$ cat src/rtl/decode_8b10b_pkg.sv
// Shared 8b/10b constants and lookup helpers, used by the decoder.
// The 8b/10b encoder also imports this package, so the code tables live in one place.
package decode_8b10b_pkg;

   // Control byte values
   localparam logic [7:0] K28_5 = 8'hBC;
   localparam logic [7:0] K23_7 = 8'hF7;
   localparam logic [7:0] K27_7 = 8'hFB;
   localparam logic [7:0] K29_7 = 8'hFD;
   localparam logic [7:0] K30_7 = 8'hFE;
   localparam logic [4:0] K28_5B = 5'd28;

   // K28 6b sub-blocks (RD- form, RD+ form)
   localparam logic [5:0] K28_6B_RDN = 6'b001111;
   localparam logic [5:0] K28_6B_RDP = 6'b110000;

   // Alternate / primary y=7 4b sub-blocks
   localparam logic [3:0] A7_RDN_4B = 4'b0111;
   localparam logic [3:0] A7_RDP_4B = 4'b1000;
   localparam logic [3:0] P7_RDN_4B = 4'b1110;
   localparam logic [3:0] P7_RDP_4B = 4'b0001;

   // 5b values that take A7 at RD- and at RD+ respectively
   localparam logic [4:0] A7N_0 = 5'd17;
   localparam logic [4:0] A7N_1 = 5'd18;
   localparam logic [4:0] A7N_2 = 5'd20;
   localparam logic [4:0] A7P_0 = 5'd11;
   localparam logic [4:0] A7P_1 = 5'd13;
   localparam logic [4:0] A7P_2 = 5'd14;

   function automatic logic is_a7_rdn(input logic [4:0] x);
      return (x == A7N_0) || (x == A7N_1) || (x == A7N_2);
   endfunction

   function automatic logic is_a7_rdp(input logic [4:0] x);
      return (x == A7P_0) || (x == A7P_1) || (x == A7P_2);
   endfunction

   // 5b values that form K.x.7 with an A7-shaped 4b
   function automatic logic is_k7_5b(input logic [4:0] x);
      return (x == 5'd23) || (x == 5'd27) || (x == 5'd29) || (x == 5'd30);
   endfunction

   function automatic logic [2:0] ones6(input logic [5:0] v);
      logic [2:0] n;
      n = 3'd0;
      for (int i = 0; i < 6; i++) n = n + {2'b00, v[i]};
      return n;
   endfunction

   // 6b -> {legal, 5b EDCBA}; both RD forms map to the same value
   function automatic logic [5:0] dec6(input logic [5:0] s);
      case (s)
         6'b100111, 6'b011000: return {1'b1, 5'd0};
         6'b011101, 6'b100010: return {1'b1, 5'd1};
         6'b101101, 6'b010010: return {1'b1, 5'd2};
         6'b110001:            return {1'b1, 5'd3};
         6'b110101, 6'b001010: return {1'b1, 5'd4};
         6'b101001:            return {1'b1, 5'd5};
         6'b011001:            return {1'b1, 5'd6};
         6'b111000, 6'b000111: return {1'b1, 5'd7};
         6'b111001, 6'b000110: return {1'b1, 5'd8};
         6'b100101:            return {1'b1, 5'd9};
         6'b010101:            return {1'b1, 5'd10};
         6'b110100:            return {1'b1, 5'd11};
         6'b001101:            return {1'b1, 5'd12};
         6'b101100:            return {1'b1, 5'd13};
         6'b011100:            return {1'b1, 5'd14};
         6'b010111, 6'b101000: return {1'b1, 5'd15};
         6'b011011, 6'b100100: return {1'b1, 5'd16};
         6'b100011:            return {1'b1, 5'd17};
         6'b010011:            return {1'b1, 5'd18};
         6'b110010:            return {1'b1, 5'd19};
         6'b001011:            return {1'b1, 5'd20};
         6'b101010:            return {1'b1, 5'd21};
         6'b011010:            return {1'b1, 5'd22};
         6'b111010, 6'b000101: return {1'b1, 5'd23};
         6'b110011, 6'b001100: return {1'b1, 5'd24};
         6'b100110:            return {1'b1, 5'd25};
         6'b010110:            return {1'b1, 5'd26};
         6'b110110, 6'b001001: return {1'b1, 5'd27};
         6'b001110:            return {1'b1, 5'd28};
         6'b001111, 6'b110000: return {1'b1, 5'd28};
         6'b101110, 6'b010001: return {1'b1, 5'd29};
         6'b011110, 6'b100001: return {1'b1, 5'd30};
         6'b101011, 6'b010100: return {1'b1, 5'd31};
         default:              return 6'b000000;
      endcase
   endfunction

   // Data 4b -> {legal, 3b HGF}; P7 and A7 both give 7
   function automatic logic [3:0] dec4(input logic [3:0] s);
      case (s)
         4'b1011, 4'b0100: return {1'b1, 3'd0};
         4'b1001:          return {1'b1, 3'd1};
         4'b0101:          return {1'b1, 3'd2};
         4'b1100, 4'b0011: return {1'b1, 3'd3};
         4'b1101, 4'b0010: return {1'b1, 3'd4};
         4'b1010:          return {1'b1, 3'd5};
         4'b0110:          return {1'b1, 3'd6};
         4'b1110, 4'b0001,
         4'b0111, 4'b1000: return {1'b1, 3'd7};
         default:          return 4'b0000;
      endcase
   endfunction

   // K28 4b as it follows 001111; after 110000 the caller inverts first
   function automatic logic [3:0] dec4_k28(input logic [3:0] s);
      case (s)
         4'b0100: return {1'b1, 3'd0};
         4'b1001: return {1'b1, 3'd1};
         4'b0101: return {1'b1, 3'd2};
         4'b0011: return {1'b1, 3'd3};
         4'b0010: return {1'b1, 3'd4};
         4'b1010: return {1'b1, 3'd5};
         4'b0110: return {1'b1, 3'd6};
         4'b1000: return {1'b1, 3'd7};
         default: return 4'b0000;
      endcase
   endfunction

endpackage

$ cat src/rtl/decode_6b4b_lut.sv
// Combinational 10b -> 8b decode with code and running-disparity checks.
module decode_6b4b_lut
   import decode_8b10b_pkg::*;
(
   input  logic [9:0] sym,
   input  logic       rd,
   output logic [7:0] data_dec,
   output logic       k_dec,
   output logic       code_err,
   output logic       disp_err,
   output logic       rd_next
);

   logic [5:0] sub6;
   logic [3:0] sub4;
   logic [2:0] n6;
   logic [2:0] n4;
   logic [5:0] e6;
   logic [3:0] e4;
   logic [3:0] ek;
   logic [3:0] k28_4b;
   logic [4:0] x5;
   logic [2:0] y3;
   logic       is_k28;
   logic       bad;
   logic       kflag;
   logic       rd_mid;
   logic       d6_err;
   logic       d4_err;
   logic       rd_calc;

   assign sub6 = sym[9:4];
   assign sub4 = sym[3:0];

   // Table lookup, y=7 / K-code legality, then disparity tracking
   always_comb begin
      n6      = ones6(sub6);
      n4      = ones6({2'b00, sub4});
      e6      = dec6(sub6);
      e4      = dec4(sub4);
      is_k28  = (sub6 == K28_6B_RDN) || (sub6 == K28_6B_RDP);
      k28_4b  = (sub6 == K28_6B_RDP) ? ~sub4 : sub4;
      ek      = dec4_k28(k28_4b);
      x5      = e6[4:0];
      y3      = e4[2:0];
      bad     = 1'b0;
      kflag   = 1'b0;

      if (!e6[5] || !e4[3]) begin
         bad = 1'b1;
      end else if (is_k28) begin
         kflag = 1'b1;
         y3    = ek[2:0];
         bad   = !ek[3];
      end else if (sub4 == A7_RDN_4B) begin
         if (is_k7_5b(x5))        kflag = 1'b1;
         else if (!is_a7_rdn(x5)) bad   = 1'b1;
      end else if (sub4 == A7_RDP_4B) begin
         if (is_k7_5b(x5))        kflag = 1'b1;
         else if (!is_a7_rdp(x5)) bad   = 1'b1;
      end else if ((sub4 == P7_RDN_4B) && is_a7_rdn(x5)) begin
         bad = 1'b1;
      end else if ((sub4 == P7_RDP_4B) && is_a7_rdp(x5)) begin
         bad = 1'b1;
      end

      // 111000 / 000111 and 1100 / 0011 are neutral but RD-specific
      d6_err = ((n6 == 3'd4) && rd) || ((n6 == 3'd2) && !rd) ||
               ((sub6 == 6'b111000) && rd) || ((sub6 == 6'b000111) && !rd);
      rd_mid = (n6 == 3'd3) ? rd : (n6 == 3'd4);
      d4_err = ((n4 == 3'd3) && rd_mid) || ((n4 == 3'd1) && !rd_mid) ||
               ((sub4 == 4'b1100) && rd_mid) || ((sub4 == 4'b0011) && !rd_mid);
      rd_calc = (n4 == 3'd2) ? rd_mid : (n4 == 3'd3);

      code_err = bad;
      disp_err = !bad && (d6_err || d4_err);
      k_dec    = !bad && kflag;
      data_dec = bad ? 8'h00 : {y3, x5};
      rd_next  = bad ? rd : rd_calc;
   end

endmodule

$ cat config.mk
export PLATFORM = sky130hd
export DESIGN_NAME = decode_6b4b_lut
export DESIGN_NICKNAME = d
export VERILOG_FILES = /design/src/rtl/decode_8b10b_pkg.sv /design/src/rtl/decode_6b4b_lut.sv
export SDC_FILE = /design/constraint.sdc
export NUM_CORES = 1
export LEC_CHECK = 0
export ABC_AREA = 1
export CORE_ASPECT_RATIO = 0.6
export CORE_UTILIZATION = 64
export DETAILED_ROUTE_END_ITERATION = 10
export GPL_ROUTABILITY_DRIVEN = 0
export PLACE_DENSITY = 0.91
export SLEW_MARGIN = 10
export SYNTH_ARGS = -nofsm -noshare
export SYNTH_HDL_FRONTEND = slang
export SYNTH_SLANG_ARGS = --single-unit
$ cat constraint.sdc
create_clock -name vclk -period 8.72
set_clock_uncertainty 0.15 [all_clocks]
set_input_delay 2.18 -clock vclk [all_inputs]
set_output_delay 2.18 -clock vclk [all_outputs]
set_load 0.01 [all_outputs]
Yosys cells after proc, flatten, opt, wreduce, memory -nomap -nowiden
Memories as Yosys holds them, arrays and structs flattened. Cells that the tools add are included.

Register bits after elaboration: 0. Bits in read-only memories: 512. Word-level logic and storage cells: 94. Memories: 3.

Memory list: (name not given) (depth 64, bits a word 6, read ports 1, clocked after memory_dff 0, wr ports 0, line decode_8b10b_pkg.sv:53) `case (s)`; (name not given) (depth 16, bits a word 4, read ports 1, clocked after memory_dff 0, wr ports 0, line decode_8b10b_pkg.sv:93) `case (s)`; (name not given) (depth 16, bits a word 4, read ports 1, clocked after memory_dff 0, wr ports 0, line decode_8b10b_pkg.sv:109) `case (s)`.

$add $sub $neg: 8. Eq/ne operators: 26. Mux-type cells: 22. Bitwise gates (word level): 1. Reductions and logical operators: 34.

Operators by type and width (count): 5-bit equality test (second input constant) (7); 1-bit 2-to-1 mux (18); 1-bit logical OR (16); 5-bit by 4-bit equality test with 1-bit output (second input constant) (3); 3-bit by 1-bit adder with 3-bit output (4); 3-bit by 2-bit equality test with 1-bit output (second input constant) (4); 4-bit equality test (second input constant) (3); 6-bit equality test (second input constant) (2); 1-bit logical AND (12); 8-bit 2-to-1 mux (1); 2-bit by 1-bit adder with 3-bit output (2); 6-bit by 3-bit equality test with 1-bit output (second input constant) (1); 6-bit by 4-bit equality test with 1-bit output (second input constant) (1); 1-bit zero test (6); 3-bit 2-to-1 mux (2); 1-bit by 1-bit adder with 2-bit output (2); 4-bit by 1-bit equality test with 1-bit output (second input constant) (1); 4-bit by 2-bit equality test with 1-bit output (second input constant) (1); 4-bit by 3-bit equality test with 1-bit output (second input constant) (1); 4-bit 2-to-1 mux (1); 4-bit NOT (1); 3-bit by 1-bit equality test with 1-bit output (second input constant) (1); 3-bit equality test (second input constant) (1).

Depth between registers and ports, before layout
Gate-level depths: netlist of the first run.

Depth after elaboration: 14. Depth in mapped cells: 22. Mapped depth without buffers: 21.

Worst setup path after synthesis of the first run
Ideal clock, no wire load.

Kind: input-to-output. Start: input sym[4]. End: output disp_err. Data arrival time: 4.851 ns. Setup slack: 1.539 ns. Stages on the path: 15. Cells stage by stage: fa_1 -> inv_1 -> fa_1 -> inv_1 -> ha_1 -> inv_1 -> fa_1 -> inv_1 -> nor3_1 -> a31oi_1 -> inv_1 -> nor2_1 -> o31ai_1 -> a311oi_1 -> nor2_4.

Longest elaborated chain between the ends: 14. Elaborated cells between the ends (all ways): 67. Classes of those cells: add/sub (5); eq/ne (17); mux (12); reduce/logical (31); memory (2).

RTL lines: start, declared (line decode_6b4b_lut.sv:5) `input logic [9:0] sym,`; 1-bit by 1-bit adder with 2-bit output (line decode_8b10b_pkg.sv:47) `for (int i = 0; i < 6; i++) n = n + {2'b00, v[i]};`; 2-bit by 1-bit adder with 3-bit output (line decode_8b10b_pkg.sv:47); 3-bit by 1-bit adder with 3-bit output (3 in a row) (line decode_8b10b_pkg.sv:47); 3-bit equality test or 3-bit by 2-bit equality test with 1-bit output (tied branches) (line decode_6b4b_lut.sv:68, decode_6b4b_lut.sv:70); 1-bit 2-to-1 mux (line decode_6b4b_lut.sv:70) `rd_mid = (n6 == 3'd3) ? rd : (n6 == 3'd4);`; 1-bit zero test (line decode_6b4b_lut.sv:71, decode_6b4b_lut.sv:72); 1-bit logical AND (line decode_6b4b_lut.sv:71) `d4_err = ((n4 == 3'd3) && rd_mid) || ((n4 == 3'd1) && !rd_mid) ||`; 1-bit logical OR (2 in a row) (line decode_6b4b_lut.sv:71); 1-bit logical OR (line decode_6b4b_lut.sv:72) `((sub4 == 4'b1100) && rd_mid) || ((sub4 == 4'b0011) && !rd_mid);`; 1-bit logical OR (line decode_6b4b_lut.sv:76) `disp_err = !bad && (d6_err || d4_err);`; 1-bit logical AND (*) (line decode_6b4b_lut.sv:76); end, declared (line decode_6b4b_lut.sv:10) `output logic disp_err,`.

Mark *: on every way between the ends. The rest lies on a longest branch, timed or not.

Worst setup path in the final report of the first run
Start: input sym[5]. End: output disp_err.

Same word-level chain as after synthesis.

==> impl_metrics.py, run 1 <==
metrics = {
    "global_route": {
        "antenna_found_initial": 0,
        "grt.total_usage": 0.329,
        "overflow": 0,
        "grt_pass1_vias": 1664,
        "grt_max_degree": 20,
        "grt_pass1_wl_um": 7410,
    },
    "drt": {
        "dr.pass1.iters": 7,
        "wire_per_inst_um": 12.0,
        "via_per_inst": 5.59,
        "drtAntennaViolNets": 0,
        "drt_iter0_markers": 262,
        "routed_wl_um": 4400,
        "drc": 0,
        "num_vias": 2046,
    },
    "layout": {
        "stdcell_area_um2": 1930,
        "clockBufferCount": 0,
        "design.seq.count": 0,
        "drive_gt1_frac": 0.114,
        "layout_commonest_cell": "nand2_1",
        "area_growth_pct": 12.9,
        "final_nets": 366,
        "n_antenna_cell": 0,
        "layout_common_cells": "93 x nand2_1, 40 x inv_1, 37 x nand3_1",
        "register_area_um2": 0,
    },
    "yosys": {
        "synth_seq_area_share": 0,
        "syn_nets": 346,
        "ys_warn_count": 0,
        "synth_cell_types": 35,
        "synth_top_family_by_area": "simple AND/OR/NAND/NOR gates",
        "synth_compound_area_frac": 0.113,
        "synth_cells": 316,
        "avgSynthCellArea_um2": 5.41,
        "yosys.area_share.adder": 0.157,
        "synthMuxAreaShare": 0,
        "synthSimpleGateAreaFrac": 0.555,
        "synth_xor_area_frac": 0.0205,
        "syn_area_um2": 1710,
    },
    "setup_path": {
        "startpoint_type": "input port",
        "crit_type": "in -> out",
        "cp-startpoint": "sym[5]",
        "critPathRequiredTime_ns": 6.39,
        "critPathArrivalTime_ns": 6.08,
        "end_kind": "output port",
        "worstPathMaxFanout": 6,
    },
    "power": {
        "powerDensity_nw_per_um2": 73.3,
        "leakage_nw": 1.03,
        "clock_power_share": 0,
        "power_frac_seq": 0,
        "switching_share": 0.594,
        "power_switching_uw": 83.9,
        "pwr-share-comb": 1.000,
        "p_int_uw": 57.5,
        "ir_worst_vdd_uv": 49.5,
    },
    "cts": {
        "ctsHoldBuffers": 0,
        "cts-resized-gates": 0,
        "post_cts_buffers": 0,
    },
    "placed_design": {
        "place_area_um2": 1930,
        "dpl.hpwl_um": 3620,
        "portBuffers": 23,
    },
    "floorplanning": {
        "die_y_um": 42.0,
        "ios": 23,
        "dieWidth_um": 68.7,
        "core_area_um2": 2520,
        "rows": 14,
        "start_util": 0.678,
        "die_area_um2": 2890,
    },
    "sta": {
        "hold_viol_final": 0,
        "finalCritPeriodShare": 0.965,
        "fmax_ghz": 0.119,
        "setup_viol": 0,
        "final.setup.tns_ns": 0,
        "max-slew-margin-rel": 0.712,
        "fin_crit_ns": 8.41,
        "tightest_slew_ns": 0.431,
        "rsz0062_at_grt": "no",
        "slew_viol_final": 0,
    },
    "worst_hold_path": {
        "min_from": "rd",
        "hold_path.class": "in -> out",
    },
    "status": {
        "status": "finished clean",
    },
    "flow_run": {
        "timing.max_cap.violations": 0,
    },
}
## per-layer routing
layer	track usage	routed length, µm	vias up	part of all wire
met3	0.0380	526	0	0.12
met1	0.573	2200	877	0.50
met4	0	0	0	0
li1	-	-	1044	-
met2	0.441	1680	125	0.38
met5	0	0	-	0
## per-stage QoR
step	hold slack [ns]	cells	power [mW]	setup WS [ns]	utilization
final	5.32	366	0.141	0.307	0.765
after global routing	5.36	366	0.158	0.0556	0.765
after global placement	5.30	366	0.136	0.422	0.765
after CTS	5.31	366	0.139	0.314	0.765
after floorplan	4.35	316	0.0997	1.54	-
after detailed placement	5.31	366	0.139	0.302	0.765
## final cells by class
| cell class | count | area (µm²) |
|---|---|---|
| multi-input combinational | 258 | 1450 |
| fill | 217 | 593 |
| timing repair buffer | 27 | 260 |
| inverter | 49 | 184 |
| tap | 32 | 40.0 |
## final timing paths
path,endpoint,slack [ns],cells after the start
setup / recovery,disp_err,0.31,17
hold / removal,rd_next,5.32,4
## cell usage after synthesis (7+ instances only)
library cell,n,area share
nand2_1,93,0.20
nor2_1,32,0.070
nor2_4,8,0.053
nor2_2,9,0.033
inv_1,40,0.088
o21ai_0,13,0.038
a21oi_1,10,0.029
inv_2,7,0.015
ha_1,15,0.11
nand3_1,37,0.11
nand2_2,7,0.026
## critical path, stage by stage
cell and delay (ns):
clkdlybuf4s50_1 0.53, fa_1 0.55, inv_1 0.05, fa_1 0.48, inv_1 0.05, ha_1 0.17
inv_1 0.06, fa_1 0.44, inv_1 0.07, nor3_1 0.05, a31oi_1 0.22, inv_1 0.12
nor2_1 0.11, o31ai_1 0.08, a311oi_1 0.35, nor2_4 0.06, clkdlybuf4s50_1 0.49
## power groups by stage
stage	clock (mW)	sequential (mW)	combinational, mW
global placement	0	0	0.136
global route	0	0	0.158
CTS	0	0	0.139
detailed placement	0	0	0.139
floorplan	0	0	0.0997
finish	0	0	0.141
## logic make-up after synthesis
family / after synthesis
buf+inv: 58
compound gates: 34
xor+xnor: 4
fa+ha+maj: 19
simple gates: 201
(Power assumes the default switching activity.)
==> run 2, diff against run 1 <==
--- a/config.mk
+++ b/config.mk
@@ -10,7 +10,10 @@
 export CORE_UTILIZATION = 64
 export DETAILED_ROUTE_END_ITERATION = 10
 export GPL_ROUTABILITY_DRIVEN = 0
+export GPL_TIMING_DRIVEN = 1
 export PLACE_DENSITY = 0.91
+export RECOVER_POWER = 100
+export SKIP_LAST_GASP = 1
 export SLEW_MARGIN = 10
 export SYNTH_ARGS = -nofsm -noshare
 export SYNTH_HDL_FRONTEND = slang
==> run 2 against run 1 <==
  * Core utilization unchanged
  * Combinational power about the same
  * Critical path depth did not move
  * Fmax down 0.15%
  * Critical endpoint unchanged
  * Largest cell class unchanged
==> impl_metrics.py, run 2 (synthesis results as in run 1) <==
metrics = {
    "status": {
        "status": "finished clean",
    },
    "worst_hold_path": {
        "hold_path.class": "in -> out",
        "whs_path_depth": 4,
        "min_from": "rd",
        "whs_endpoint": "rd_next",
    },
    "floorplanning": {
        "rows": 14,
        "dieWidth_um": 68.7,
        "start_util": 0.678,
        "die_area_um2": 2890,
        "core_area_um2": 2520,
        "ios": 23,
        "die_y_um": 42.0,
    },
    "drt": {
        "drt_iter0_markers": 268,
        "wire_per_inst_um": 12.1,
        "drc": 0,
        "num_vias": 2043,
        "via_per_inst": 5.58,
        "drtAntennaViolNets": 0,
        "dr.pass1.iters": 5,
        "routed_wl_um": 4420,
    },
    "setup_path": {
        "critPathArrivalTime_ns": 6.10,
        "cpPeakStageDelay_ns": 0.55,
        "critPathRequiredTime_ns": 6.39,
        "worstPathMaxFanout": 6,
        "end_kind": "output port",
        "crit_type": "in -> out",
        "cp_cell_sequence": "clkdlybuf4s50_1, fa_1, inv_1, fa_1, inv_1, ha_1, inv_1, fa_1, inv_1, nor3_1, a31oi_1, inv_1, nor2_1, o31ai_1, a311oi_1, nor2_4, clkdlybuf4s50_1",
        "slowest_stage": "fa_1",
        "startpoint_type": "input port",
        "cp_common_cell": "inv_1",
    },
    "power": {
        "clock_power_share": 0,
        "ir_worst_vdd_uv": 49.0,
        "power_uw": 139,
        "power_switching_uw": 83.7,
        "powerDensity_nw_per_um2": 72.0,
        "power_frac_seq": 0,
        "leakage_nw": 1.05,
        "p_int_uw": 55.2,
        "pwr-share-comb": 1.000,
        "switching_share": 0.602,
    },
    "layout": {
        "post-route-util": 0.765,
        "final_nets": 366,
        "layout_common_cells": "93 x nand2_1, 41 x inv_1, 37 x nand3_1",
        "stdcell_area_um2": 1930,
        "fill_cells": 217,
        "multiInputGateArea_um2": 1450,
        "n_antenna_cell": 0,
        "area_growth_pct": 12.9,
        "layout_commonest_cell": "nand2_1",
        "clockBufferCount": 0,
        "design.seq.count": 0,
        "register_area_um2": 0,
        "layoutNonFillerInstCount": 366,
        "drive_gt1_frac": 0.111,
    },
    "sta": {
        "rsz0062_at_grt": "no",
        "tightest_slew_ns": 0.712,
        "fmax_ghz": 0.119,
        "max-slew-margin-rel": 0.525,
        "setup_viol": 0,
        "slew_viol_final": 0,
        "hold_viol_final": 0,
        "finalCritPeriodShare": 0.966,
        "fin_crit_ns": 8.43,
        "whs_ns": 5.32,
        "final.setup.tns_ns": 0,
        "fin_ws_ns": 0.294,
    },
    "placed_design": {
        "pre_cts_ws_ns": 0.302,
        "portBuffers": 23,
        "place_area_um2": 1930,
        "dpl.hpwl_um": 3620,
        "dp_cells": 366,
    },
    "cts": {
        "cts-resized-gates": 0,
        "ctsHoldBuffers": 0,
        "post_cts_buffers": 0,
    },
    "global_route": {
        "grt_max_degree": 20,
        "antenna_found_initial": 0,
        "grt_pass1_wl_um": 7410,
        "overflow": 0,
        "grt_pass1_vias": 1664,
        "grt.total_usage": 0.329,
    },
    "flow_run": {
        "timing.max_cap.violations": 0,
    },
}
-- run 2: changes by cell type in the layout (fill, tap and decap cells not counted), sizes merged --
| cell | delta |
|---|---|
| dlygate4sd3 | +9 |
| clkdlybuf4s50 | -9 |
-- run 2: how the worst max path moves through the flow --
stage / start / to / slack (ns) / depth (start not counted)
2_1_floorplan: sym[4] / disp_err / 1.54 / 15
3_3_place_gp: sym[5] / disp_err / 0.42 / 17
3_5_place_dp: sym[5] / disp_err / 0.30 / 17
4_1_cts: sym[5] / disp_err / 0.31 / 16
5_1_grt: sym[5] / disp_err / 0.05 / 17
6_report: sym[5] / disp_err / 0.29 / 17
-- run 2: routing by layer --
metal | global-route usage | wire length, µm | vias up | share of wire
li1 | - | - | 1043 | -
met1 | 0.573 | 2220 | 882 | 0.50
met2 | 0.441 | 1680 | 118 | 0.38
met3 | 0.0380 | 522 | 0 | 0.12
met4 | 0 | 0 | 0 | 0
met5 | 0 | 0 | - | 0
-- run 2: power by group through the flow --
| stage | Sequential [mW] | Combinational [mW] | Clock, mW |
|---|---|---|---|
| 3_5_place_dp | 0 | 0.139 | 0 |
| 3_3_place_gp | 0 | 0.136 | 0 |
| 5_1_grt | 0 | 0.156 | 0 |
| 6_report | 0 | 0.139 | 0 |
| 4_1_cts | 0 | 0.139 | 0 |
| 2_1_floorplan | 0 | 0.0997 | 0 |
-- run 2: area by class of cell --
cell class                      instances  area share
Inverter                               49      0.0953
Timing Repair Buffer                   27       0.135
Tap cell                               32      0.0208
Multi-Input combinational cell        258       0.749
-- run 2: critical path: cells and delay by family --
kind	cells	cell delay, ns
AO/OA/AOI/OAI	3	0.65
adder cells (fa/ha/maj)	4	1.64
buffers and inverters	7	1.38
AND/OR/NAND/NOR	3	0.21
